### src/rtl/wb_stage.sv
// Write-back stage: retires ALU/CSR results in one cycle and waits on the LSU for loads,
// formatting the returned lane, with timeout and flush handling for the outstanding load.
module wb_stage #(
    parameter int TimeoutCycles = 255
) (
    input  logic        clk_i,
    input  logic        rst_i,
    input  logic        ex_valid_i,
    output logic        wb_ready_o,
    input  logic        ex_rf_we_i,
    input  logic [4:0]  ex_rf_waddr_i,
    input  logic [31:0] ex_rf_wdata_i,
    input  logic        ex_is_load_i,
    input  logic [1:0]  ex_load_type_i,
    input  logic        ex_load_sext_i,
    input  logic [1:0]  ex_addr_lsb_i,
    input  logic        lsu_rvalid_i,
    input  logic [31:0] lsu_rdata_i,
    input  logic        lsu_err_i,
    input  logic        flush_i,
    output logic        rf_we_o,
    output logic [4:0]  rf_waddr_o,
    output logic [31:0] rf_wdata_o,
    output logic        load_pending_o,
    output logic [4:0]  pending_waddr_o,
    output logic        load_err_o,
    output logic        instr_done_o
);

    localparam int CNT_W = $clog2(TimeoutCycles + 1);

    typedef enum logic [1:0] {
        IDLE      = 2'd0,
        WAIT_LOAD = 2'd1,
        DRAIN     = 2'd2
    } state_t;

    state_t            state_q, state_d;
    logic [CNT_W-1:0]  cnt_q;
    logic [4:0]        ld_rd_q;
    logic [1:0]        ld_type_q;
    logic [1:0]        ld_lsb_q;
    logic              ld_sext_q;

    logic              accept;
    logic              timeout_hit;
    logic              we_d;
    logic              err_d;
    logic              done_d;
    logic [4:0]        waddr_d;
    logic [31:0]       wdata_d;

    // Selects the addressed byte/half lane and extends it; reserved type behaves as word.
    function automatic logic [31:0] format_load(input logic [31:0] rdata,
                                                input logic [1:0]  ltype,
                                                input logic        sext,
                                                input logic [1:0]  lsb);
        logic signed [7:0]  b;
        logic signed [15:0] h;
        logic [31:0]        r;
        b = rdata[{lsb, 3'b000} +: 8];
        h = lsb[1] ? rdata[31:16] : rdata[15:0];
        case (ltype)
            2'b00:   r = sext ? {{24{b[7]}}, b} : {24'd0, b};
            2'b01:   r = sext ? {{16{h[15]}}, h} : {16'd0, h};
            default: r = rdata;
        endcase
        return r;
    endfunction

    assign accept      = ex_valid_i && wb_ready_o && !flush_i;
    assign timeout_hit = (cnt_q == CNT_W'(TimeoutCycles - 1));

    always_ff @(posedge clk_i) begin
        if (rst_i) begin
            state_q <= IDLE;
        end else begin
            state_q <= state_d;
        end
    end

    always_comb begin
        state_d = state_q;
        case (state_q)
            IDLE: begin
                if (accept && ex_is_load_i) state_d = WAIT_LOAD;
            end
            WAIT_LOAD: begin
                // A flush only needs to wait out the bus if the response has not come yet.
                if (flush_i)           state_d = lsu_rvalid_i ? IDLE : DRAIN;
                else if (lsu_rvalid_i) state_d = IDLE;
                else if (timeout_hit)  state_d = DRAIN;
            end
            DRAIN: begin
                if (lsu_rvalid_i) state_d = IDLE;
            end
            default: state_d = IDLE;
        endcase
    end

    always_comb begin
        wb_ready_o      = (state_q == IDLE);
        load_pending_o  = (state_q != IDLE) && (ld_rd_q != 5'd0);
        pending_waddr_o = (state_q != IDLE) ? ld_rd_q : 5'd0;
        we_d            = 1'b0;
        err_d           = 1'b0;
        done_d          = 1'b0;
        waddr_d         = ld_rd_q;
        wdata_d         = format_load(lsu_rdata_i, ld_type_q, ld_sext_q, ld_lsb_q);
        case (state_q)
            IDLE: begin
                if (accept && !ex_is_load_i) begin
                    done_d  = 1'b1;
                    we_d    = ex_rf_we_i && (ex_rf_waddr_i != 5'd0);
                    waddr_d = ex_rf_waddr_i;
                    wdata_d = ex_rf_wdata_i;
                end
            end
            WAIT_LOAD: begin
                if (!flush_i) begin
                    if (lsu_rvalid_i) begin
                        done_d = 1'b1;
                        err_d  = lsu_err_i;
                        we_d   = !lsu_err_i && (ld_rd_q != 5'd0);
                    end else if (timeout_hit) begin
                        err_d = 1'b1;
                    end
                end
            end
            default: ;
        endcase
    end

    // ---- capture of the load being accepted ----
    always_ff @(posedge clk_i) begin
        if (accept && ex_is_load_i) begin
            ld_rd_q   <= ex_rf_waddr_i;
            ld_type_q <= ex_load_type_i;
            ld_sext_q <= ex_load_sext_i;
            ld_lsb_q  <= ex_addr_lsb_i;
        end
    end

    always_ff @(posedge clk_i) begin
        if (rst_i) begin
            cnt_q <= '0;
        end else if (accept) begin
            cnt_q <= '0;
        end else if (state_q == WAIT_LOAD && !lsu_rvalid_i && !flush_i) begin
            cnt_q <= cnt_q + CNT_W'(1);
        end
    end

    // ---- write-back outputs; address/data only move on an actual write ----
    always_ff @(posedge clk_i) begin
        if (rst_i) begin
            rf_we_o      <= 1'b0;
            load_err_o   <= 1'b0;
            instr_done_o <= 1'b0;
            rf_waddr_o   <= 5'd0;
            rf_wdata_o   <= 32'd0;
        end else begin
            rf_we_o      <= we_d;
            load_err_o   <= err_d;
            instr_done_o <= done_d;
            if (we_d) begin
                rf_waddr_o <= waddr_d;
                rf_wdata_o <= wdata_d;
            end
        end
    end

endmodule

### config.mk
export PLATFORM = sky130hd
export DESIGN_NAME = wb_stage
export DESIGN_NICKNAME = d
export VERILOG_FILES = /design/src/rtl/wb_stage.sv
export SDC_FILE = /design/constraint.sdc
export NUM_CORES = 1
export LEC_CHECK = 0
export BUFFER_PORTS_ARGS = -buffer_cell sky130_fd_sc_hd__buf_4
export CAP_MARGIN = 20
export CORE_MARGIN = 5
export CORE_UTILIZATION = 52
export DETAILED_ROUTE_END_ITERATION = 6
export GPL_ROUTABILITY_DRIVEN = 0
export HOLD_SLACK_MARGIN = 0.12
export PLACE_DENSITY = 0.93
export REMOVE_ABC_BUFFERS = 1
export SYNTH_ARGS = -nofsm -noshare
export SYNTH_HDL_FRONTEND = slang
export SYNTH_SLANG_ARGS = --single-unit
### constraint.sdc
create_clock -name clk_i -period 4.55 [get_ports clk_i]
set_input_delay 0.91 -clock clk_i [delete_from_list [all_inputs] [get_ports clk_i]]
set_output_delay 0.91 -clock clk_i [all_outputs]
set_load 0.02 [all_outputs]
Yosys cells after proc, flatten, opt, wreduce, memory -nomap -nowiden
Index checks and enable logic that the tools add are counted.
- ROM bits: 0
- memory bits (writable): 0
- logic and storage cells: 68
- latch bits: 0
- output and inout port bits: 47
- bits in registers: 60
- memories kept: 0
- multiply operators: 0
- mux-type cells: 26
- $lt $le $gt $ge: 0
- equal/unequal tests: 7
- add/sub/neg operators: 1
- bitwise operators: 1
- divide/modulo/power cells: 0
- shift operators: 1
- reductions and logical operators: 21
- operators with widths (kind ; count):
    two-way mux 32 bit ; 4
    case mux 32 bit (2 select lines) ; 1
    indexed part select 32 x 6 -> 8 bit ; 1
    two-way mux 16 bit ; 1
    two-way mux 5 bit ; 3
    two-way mux 2 bit ; 6
    nonzero test 5 bit ; 2
    logical AND 1 bit ; 9
    adder 8 x 1 -> 8 bit (second input constant) ; 1
    equality test 8 bit (second input constant) ; 1
    two-way mux 1 bit ; 8
    case mux 2 bit (3 select lines) ; 1
    equality test 2 x 1 -> 1 bit (second input constant) ; 2
    zero test 1 bit ; 4
    zero test 2 bit ; 2
    != test 4 bit (second input constant) ; 1
    case mux 1 bit (2 select lines) ; 2
    AND reduction 3 bit ; 1
    OR reduction 3 bit ; 1
    equality test 2 bit (second input constant) ; 1
    != test 2 x 1 -> 1 bit (second input constant) ; 1
    != test 2 bit (second input constant) ; 1
    nonzero test 2 bit ; 1
    OR reduction 2 bit ; 1
    inverter 1 bit ; 1

Depth between registers and ports, before layout
Gate-level depths: netlist of the first run.
- depth after elaboration: 6
- gate-level depth with buffers: 7

Worst setup path after synthesis of the first run
No wires, ideal clock.
- path type: in2reg
- start point: input port ex_rf_waddr_i[1]
- end point: register rf_wdata_o[15]
- arrival: 2301 ps
- buffers on the path: 2
- data required time: 4464 ps
- cell stages on the path: 7
- setup slack: 2164 ps
- library setup time: 86 ps
- path through: or4_1 -> nor2_1 -> or2_2 -> buf_2 -> buf_2 -> nor2_1 -> a211oi_1
- word-level cells in the longest chain between the ends: 4
- ends and longest elaborated chain (item ; RTL line ; RTL):
    from (decl) ; 11 ; input logic [4:0] ex_rf_waddr_i,
    nonzero test 5 bit ; 114 ; we_d = ex_rf_we_i && (ex_rf_waddr_i != 5'd0);
    logical AND 1 bit ; 114 ;
    two-way mux 1 bit ; 112 ; if (accept && !ex_is_load_i) begin
    case mux 1 bit (2 select lines) ; 110 ; case (state_q)
    to (signal assigned) ; 168 ; rf_wdata_o <= wdata_d;
    to (decl) ; 23 ; output logic [31:0] rf_wdata_o,
No other way between the ends.
A chain may end at the register's enable or synchronous reset.

Worst setup path in the final report of the first run
- start point: input port ex_rf_waddr_i[1]
- end point: register rf_wdata_o[16]
Same word-level chain as after synthesis.

==> impl_metrics.csv, run 1 <==
group,metric,value,unit
outcome,run_status,"complete, no violations",
yosys,synth.top_cell.area_share,31.6,%
yosys,ys_top_cells_by_area,"dfxtp_1, edfxtp_1, mux4_2",
routing,drt_pass1_iterations,6,
yosys,synth_edf_count,10,
routing,viasPerCell,6.16,
yosys,syn_avg_cell_area,9.11,um2
sta,fin_skew,12.1,ps
floorplanning,die_area,7760,um2
cts,clock_latency,350,ps
worst_setup_path,critical-path-top-delay-family,"simple AND/OR/NAND/NOR gates",
worst_setup_path,crit_path_end_kind,"flip-flop",
sta,setup_violations,0,
sta,fmax,364,MHz
routing,wl,10.5,mm
global_route,grt.overflow.total,0,
yosys,async_reset_ff_share,0,%
sta,fin_tns_setup,0,ps
sta,finalCritPeriodShare,60.5,%
cts,cts_htree_levels,3,
pwr,power,1.22,mW
floorplanning,dieWidth,88.1,um
sta,drv_slew,0,
floorplanning,die_height,88.1,um
final_layout,syn2layout_area_growth,36.0,%
routing,drtIter0Drc,406,
sta,worstMarginPinSlew,1120,ps
cts,tritoncts.num_buffers,9,
final_layout,final_util,72.8,%
yosys,yosysWarnings,0,
floorplanning,ios,129,
floorplanning,start_util,53.6,%
routing,num_vias,3353,
cts,ctsHoldBuffers,0,
global_route,grt_max_degree,44,
sta,relSlewSlack,25.6,%
sta,fin_crit,2750,ps
yosys,ys_ff_latch,60,
cts,clk_transition_reported_paths,60,ps
yosys,syn-cell-area,3170,um2
yosys,synth_seq_area_share,41.0,%
worst_setup_path,cp_cell_sequence,"buf_4 > or4_1 > nor2_1 > o21ai_2 > buf_8 > nand2_2 > inv_2 > o221a_2",
cts,post_cts_buffers,0,
routing,drtAntennaViolNets,0,
yosys,synth_top_area_cell,"dfxtp_1",
yosys,ys_types,49,
cts,cts-resized-gates,0,
worst_setup_path,slowest_delay,530,ps
global_route,gr-usage-all-layers,26.6,%
yosys,synth_ff_type,"dfxtp_1",
min_path,hp-class,"flip-flop to flip-flop",
routing,wire_per_inst,19.4,um
sta,rsz0062_at_grt,"false",
final_layout,layout-drive-gt1-share,36.2,%
placement,portBuffers,128,
final_layout,fill_cells,415,
sta,timing.final.hold_violations,0,
pwr,power.leakage,1.88,nW
final_layout,antenna_cells,0,
cts,cts_tree,"built",
global_route,antenna_found_initial,0,
floorplanning,core_area,5920,um2
pwr,power.density,284,nW/um2
floorplanning,rows,28,
cts,clock-sinks,60,
routing,drc,0,
worst_setup_path,r2r_slack,2050,ps
job,maxCapViolations,0,
worst_setup_path,critPathSlowestCell,"or4_1",
worst_setup_path,required,4780,ps
worst_setup_path,crit_type,"input pin to flip-flop",
worst_setup_path,cp_num_buf_inv,3,
global_route,grt_pass1_wl,15.9,mm
worst_setup_path,arrival,2980,ps
final_layout,finish.net_count,548,
worst_setup_path,start_kind,"input pin",
cts,clockRootBuffer,"clkbuf_8",
yosys,synthCells,348,
pwr,peakVddDrop,0.165,mV
cts,max-clock-path-buffers,2,
global_route,grt_pass1_vias,3173,
worst_setup_path,worstPathMaxFanout,22,
placement,hpwl,7.69,mm
[layout by cell type, fill, tap and decap left out, types with 2 or more instances in the layout]
cell type	count
buf_4	130
dfxtp_1	50
nand2_1	38
nor2_1	33
nor2b_1	19
nand2b_1	19
a221oi_1	15
nand3_1	13
clkbuf_8	11
inv_1	10
o221a_2	10
edfxtp_1	10
a211oi_1	9
o21ai_0	9
and3_1	8
a22oi_1	8
mux4_2	7
xor2_1	6
a21oi_1	5
a311oi_1	5
a2111oi_1	5
a31o_1	5
nor3_1	4
mux2i_1	4
or2_2	3
nand4_1	3
clkbuf_1	3
nor4b_2	2
and2_1	2
o22ai_1	2
ha_1	2
clkinv_2	2
[routing by layer]
metal	wire length [um]	global-route usage, %	up-vias
met5	0	0	-
met4	359	12.0	0
met3	1310	7.62	45
met2	5120	44.5	238
met1	3740	31.9	1560
li1	-	-	1510
[stage by stage]
stage | std cells | cell area [um2] | hold slack [ps] | setup slack [ps]
2_1_floorplan | 322 | 3050 | 472 | 1710
5_1_grt | 544 | 4310 | 489 | 1710
6_report | 544 | 4310 | 478 | 1800
4_1_cts | 542 | 4290 | 478 | 1280
3_3_place_gp | 526 | 4120 | 461 | 1100
3_5_place_dp | 526 | 4120 | 466 | 959
[final cells by class]
cell class                      count  area, um2  area share (%)
Clock buffer                       14        163            3.77
Clock inverter                      2       10.0           0.232
Inverter                           11       41.3           0.958
Multi-Input combinational cell    251       1710            39.7
Sequential cell                    60       1300            30.2
Tap cell                           75       93.8            2.18
Timing Repair Buffer              131        991            23.0
[flip-flops by register name (all words and copies together), names as in the netlist]
signal        count
cnt_q             8
instr_done_o      1
ld_lsb_q          2
ld_rd_q           5
ld_sext_q         1
ld_type_q         2
load_err_o        1
rf_waddr_o        5
rf_wdata_o       32
rf_we_o           1
state_q           2
[final timing paths]
check / from / end / cells past startpoint
setup / recovery: ex_rf_waddr_i[1] / rf_wdata_o[16]$_SDFFE_PP0P_ / 8
hold reg to reg: rf_wdata_o[29]$_SDFFE_PP0P_ / rf_wdata_o[29]$_SDFFE_PP0P_ / 1
hold / removal: rf_wdata_o[29]$_SDFFE_PP0P_ / rf_wdata_o[29]$_SDFFE_PP0P_ / 1
setup reg to reg: state_q[0]$_SDFFE_PP0P_ / rf_wdata_o[16]$_SDFFE_PP0P_ / 7
[synth_stat cells, types with 2 or more instances]
cell type and count:
and2_1 2, ha_1 2, nand2b_1 19, o221a_2 10, mux2i_1 4, nor3_1 4
nand3_1 13, edfxtp_1 10, and3_1 8, a221oi_1 15, or2_2 3, o21ai_0 9
nand2_1 38, xor2_1 6, nor4b_2 2, dfxtp_1 50, nor2b_1 19, mux4_2 7
nand4_1 3, buf_2 7, a31o_1 5, a311oi_1 5, a22oi_1 8, a2111oi_1 5
a211oi_1 9, inv_1 10, nor2_1 33, o22ai_1 2, a21oi_1 5, clkbuf_1 16
[power by group]
| part | switching, mW | internal (mW) |
|---|---|---|
| Sequential | 0.0160 | 0.558 |
| Combinational | 0.106 | 0.107 |
| Clock | 0.209 | 0.226 |
[kinds of logic after synthesis]
kind of cell | Yosys count | share of synthesized area [%]
compound gates | 81 | 20.8
flops | 60 | 41.0
buf+inv | 37 | 5.01
xor+xnor | 7 | 1.93
mux | 11 | 6.24
fa+ha+maj | 2 | 0.789
simple gates | 150 | 24.2
No activity file was read; power rests on OpenSTA's default activity.
==> run 2, diff against run 1 <==
- CORE_UTILIZATION: 52 -> 44
- PLACE_DENSITY: 0.93 -> 0.85
- clock period: 4.55 -> 2.21 ns (I/O delays scaled with it)
==> impl_metrics.csv, run 2 (synthesis results as in run 1) <==
group,metric,value,unit
worst_setup_path,required,2420,ps
global_route,gr-usage-all-layers,23.2,%
sta,rsz0062_at_grt,"false",
final_layout,layout-drive-gt1-share,38.6,%
cts,clock_latency,340,ps
pwr,intPower,2.01,mW
routing,wl,10.5,mm
final_layout,final_util,63.0,%
global_route,antenna_found_initial,0,
sta,fin_crit,2050,ps
pwr,power_switching,0.680,mW
min_path,hp-class,"input pin to flip-flop",
min_path,hold_end,"ld_type_q[1]$_DFFE_PP_",
cts,clockRootBuffer,"clkbuf_8",
cts,tritoncts.num_buffers,9,
sta,finalCritPeriodShare,92.6,%
worst_setup_path,r2r_slack,160,ps
pwr,power_frac_clock,39.4,%
pwr,comb_power_share,17.0,%
global_route,grt_pass1_wl,16.1,mm
sta,relSlewSlack,64.8,%
floorplanning,core_area,7140,um2
routing,drtIter0Drc,335,
worst_setup_path,reg2reg_depth,5,
worst_setup_path,crit_path_end_kind,"flip-flop",
pwr,power_switching_share,25.3,%
worst_setup_path,reg2reg_from,"state_q[0]$_SDFFE_PP0P_",
pwr,power.leakage,1.97,nW
worst_setup_path,r2r_end,"rf_wdata_o[8]$_SDFFE_PP0P_",
floorplanning,ios,129,
routing,viasPerCell,5.67,
worst_setup_path,start_kind,"flip-flop",
floorplanning,rows,31,
sta,timing.final.hold_violations,0,
worst_setup_path,arrival,2250,ps
floorplanning,die_height,94.9,um
sta,worstMarginPinSlew,526,ps
cts,clock-sinks,60,
global_route,grt_max_degree,44,
final_layout,final_common_cell,"buf_4",
routing,drt_pass1_iterations,5,
floorplanning,dieWidth,94.9,um
cts,cts-resized-gates,0,
cts,clk_transition_reported_paths,70,ps
cts,cts_tree,"built",
global_route,grt_pass1_vias,3226,
pwr,p_seq_share,43.6,%
sta,drv_slew,0,
cts,post_cts_buffers,0,
min_path,whs_path_depth,1,
final_layout,regMostFlops,"rf_wdata_o",
global_route,grt.overflow.total,0,
routing,drc,0,
routing,num_vias,3293,
final_layout,largest_reg_flops,32,
cts,ctsHoldBuffers,0,
min_path,hp-start,"ex_load_type_i[1]",
routing,wire_per_inst,18.0,um
sta,setup_violations,0,
final_layout,syn2layout_area_growth,41.8,%
pwr,peakVddDrop,0.300,mV
final_layout,finish.net_count,561,
routing,drtAntennaViolNets,0,
sta,fin_tns_setup,0,ps
worst_setup_path,worstPathMaxFanout,8,
pwr,power.density,599,nW/um2
sta,hold_slack,283,ps
final_layout,layout_common_cells,"buf_4, dfxtp_1, nand2_1, nor2_1",
floorplanning,die_area,9000,um2
sta,fin_skew,12.9,ps
job,maxCapViolations,0,
cts,cts_htree_levels,3,
final_layout,antenna_cells,0,
floorplanning,start_util,44.4,%
cts,max-clock-path-buffers,2,
final_layout,reg_top3,"rf_wdata_o x32, cnt_q x8",
worst_setup_path,crit_type,"flip-flop to flip-flop",
placement,portBuffers,128,
sta,fmax,489,MHz
placement,hpwl,7.93,mm
outcome,run_status,"complete, no violations",
==> run 2: worst max path at each step <==
stage | startpoint | endpoint | slack, ps | cells past startpoint
after floorplan | flush_i | rf_wdata_o[16]$_SDFFE_PP0P_ | -160 | 6
after global placement | flush_i | rf_wdata_o[27]$_SDFFE_PP0P_ | 110 | 6
after detailed placement | flush_i | rf_wdata_o[8]$_SDFFE_PP0P_ | 90 | 6
after CTS | state_q[0]$_SDFFE_PP0P_ | rf_wdata_o[8]$_SDFFE_PP0P_ | 190 | 5
after global routing | state_q[0]$_SDFFE_PP0P_ | rf_wdata_o[26]$_SDFFE_PP0P_ | 50 | 5
final | state_q[0]$_SDFFE_PP0P_ | rf_wdata_o[8]$_SDFFE_PP0P_ | 160 | 5
==> run 2: worst max-delay path, cell delays in order (launching register included) <==
cell and delay, ps:
dfxtp_1 460, or3b_1 400, a211o_1 340, a21o_2 290, a221oi_1 320, a211oi_1 100
==> run 2: layout make-up <==
cell class	count	area (um2)
timing repair buffer	144	1090
inverter	11	41.3
clock buffer	14	215
clock inverter	2	10.0
tap	99	124
sequential	60	1300
fill	619	2640
multi-input combinational	251	1710
==> run 2: metrics by stage <==
stage          power [mW]  instance area (um2)  setup slack (ps)  cells
4_1_cts              2.70                 4500               191    581
6_report             2.69                 4500               164    581
3_3_place_gp         1.64                 4270               113    565
3_5_place_dp         1.65                 4270              94.8    565
5_1_grt              2.78                 4500              53.6    581
2_1_floorplan        1.39                 3050              -160    322
==> run 2: routing by layer <==
metal | vias up | GRT usage, % | routed length [um]
li1 | 1543 | - | -
met1 | 1551 | 30.1 | 4300
met2 | 170 | 36.5 | 5040
met3 | 29 | 5.34 | 830
met4 | 0 | 10.9 | 288
met5 | - | 0 | 0
==> run 2: power by group through the flow <==
stage	Sequential (mW)	Clock, mW	Combinational [mW]
finish	1.17	1.06	0.457
global route	1.18	1.11	0.490
CTS	1.17	1.07	0.453
detailed placement	1.20	0	0.450
global placement	1.20	0	0.445
floorplan	1.24	0	0.152
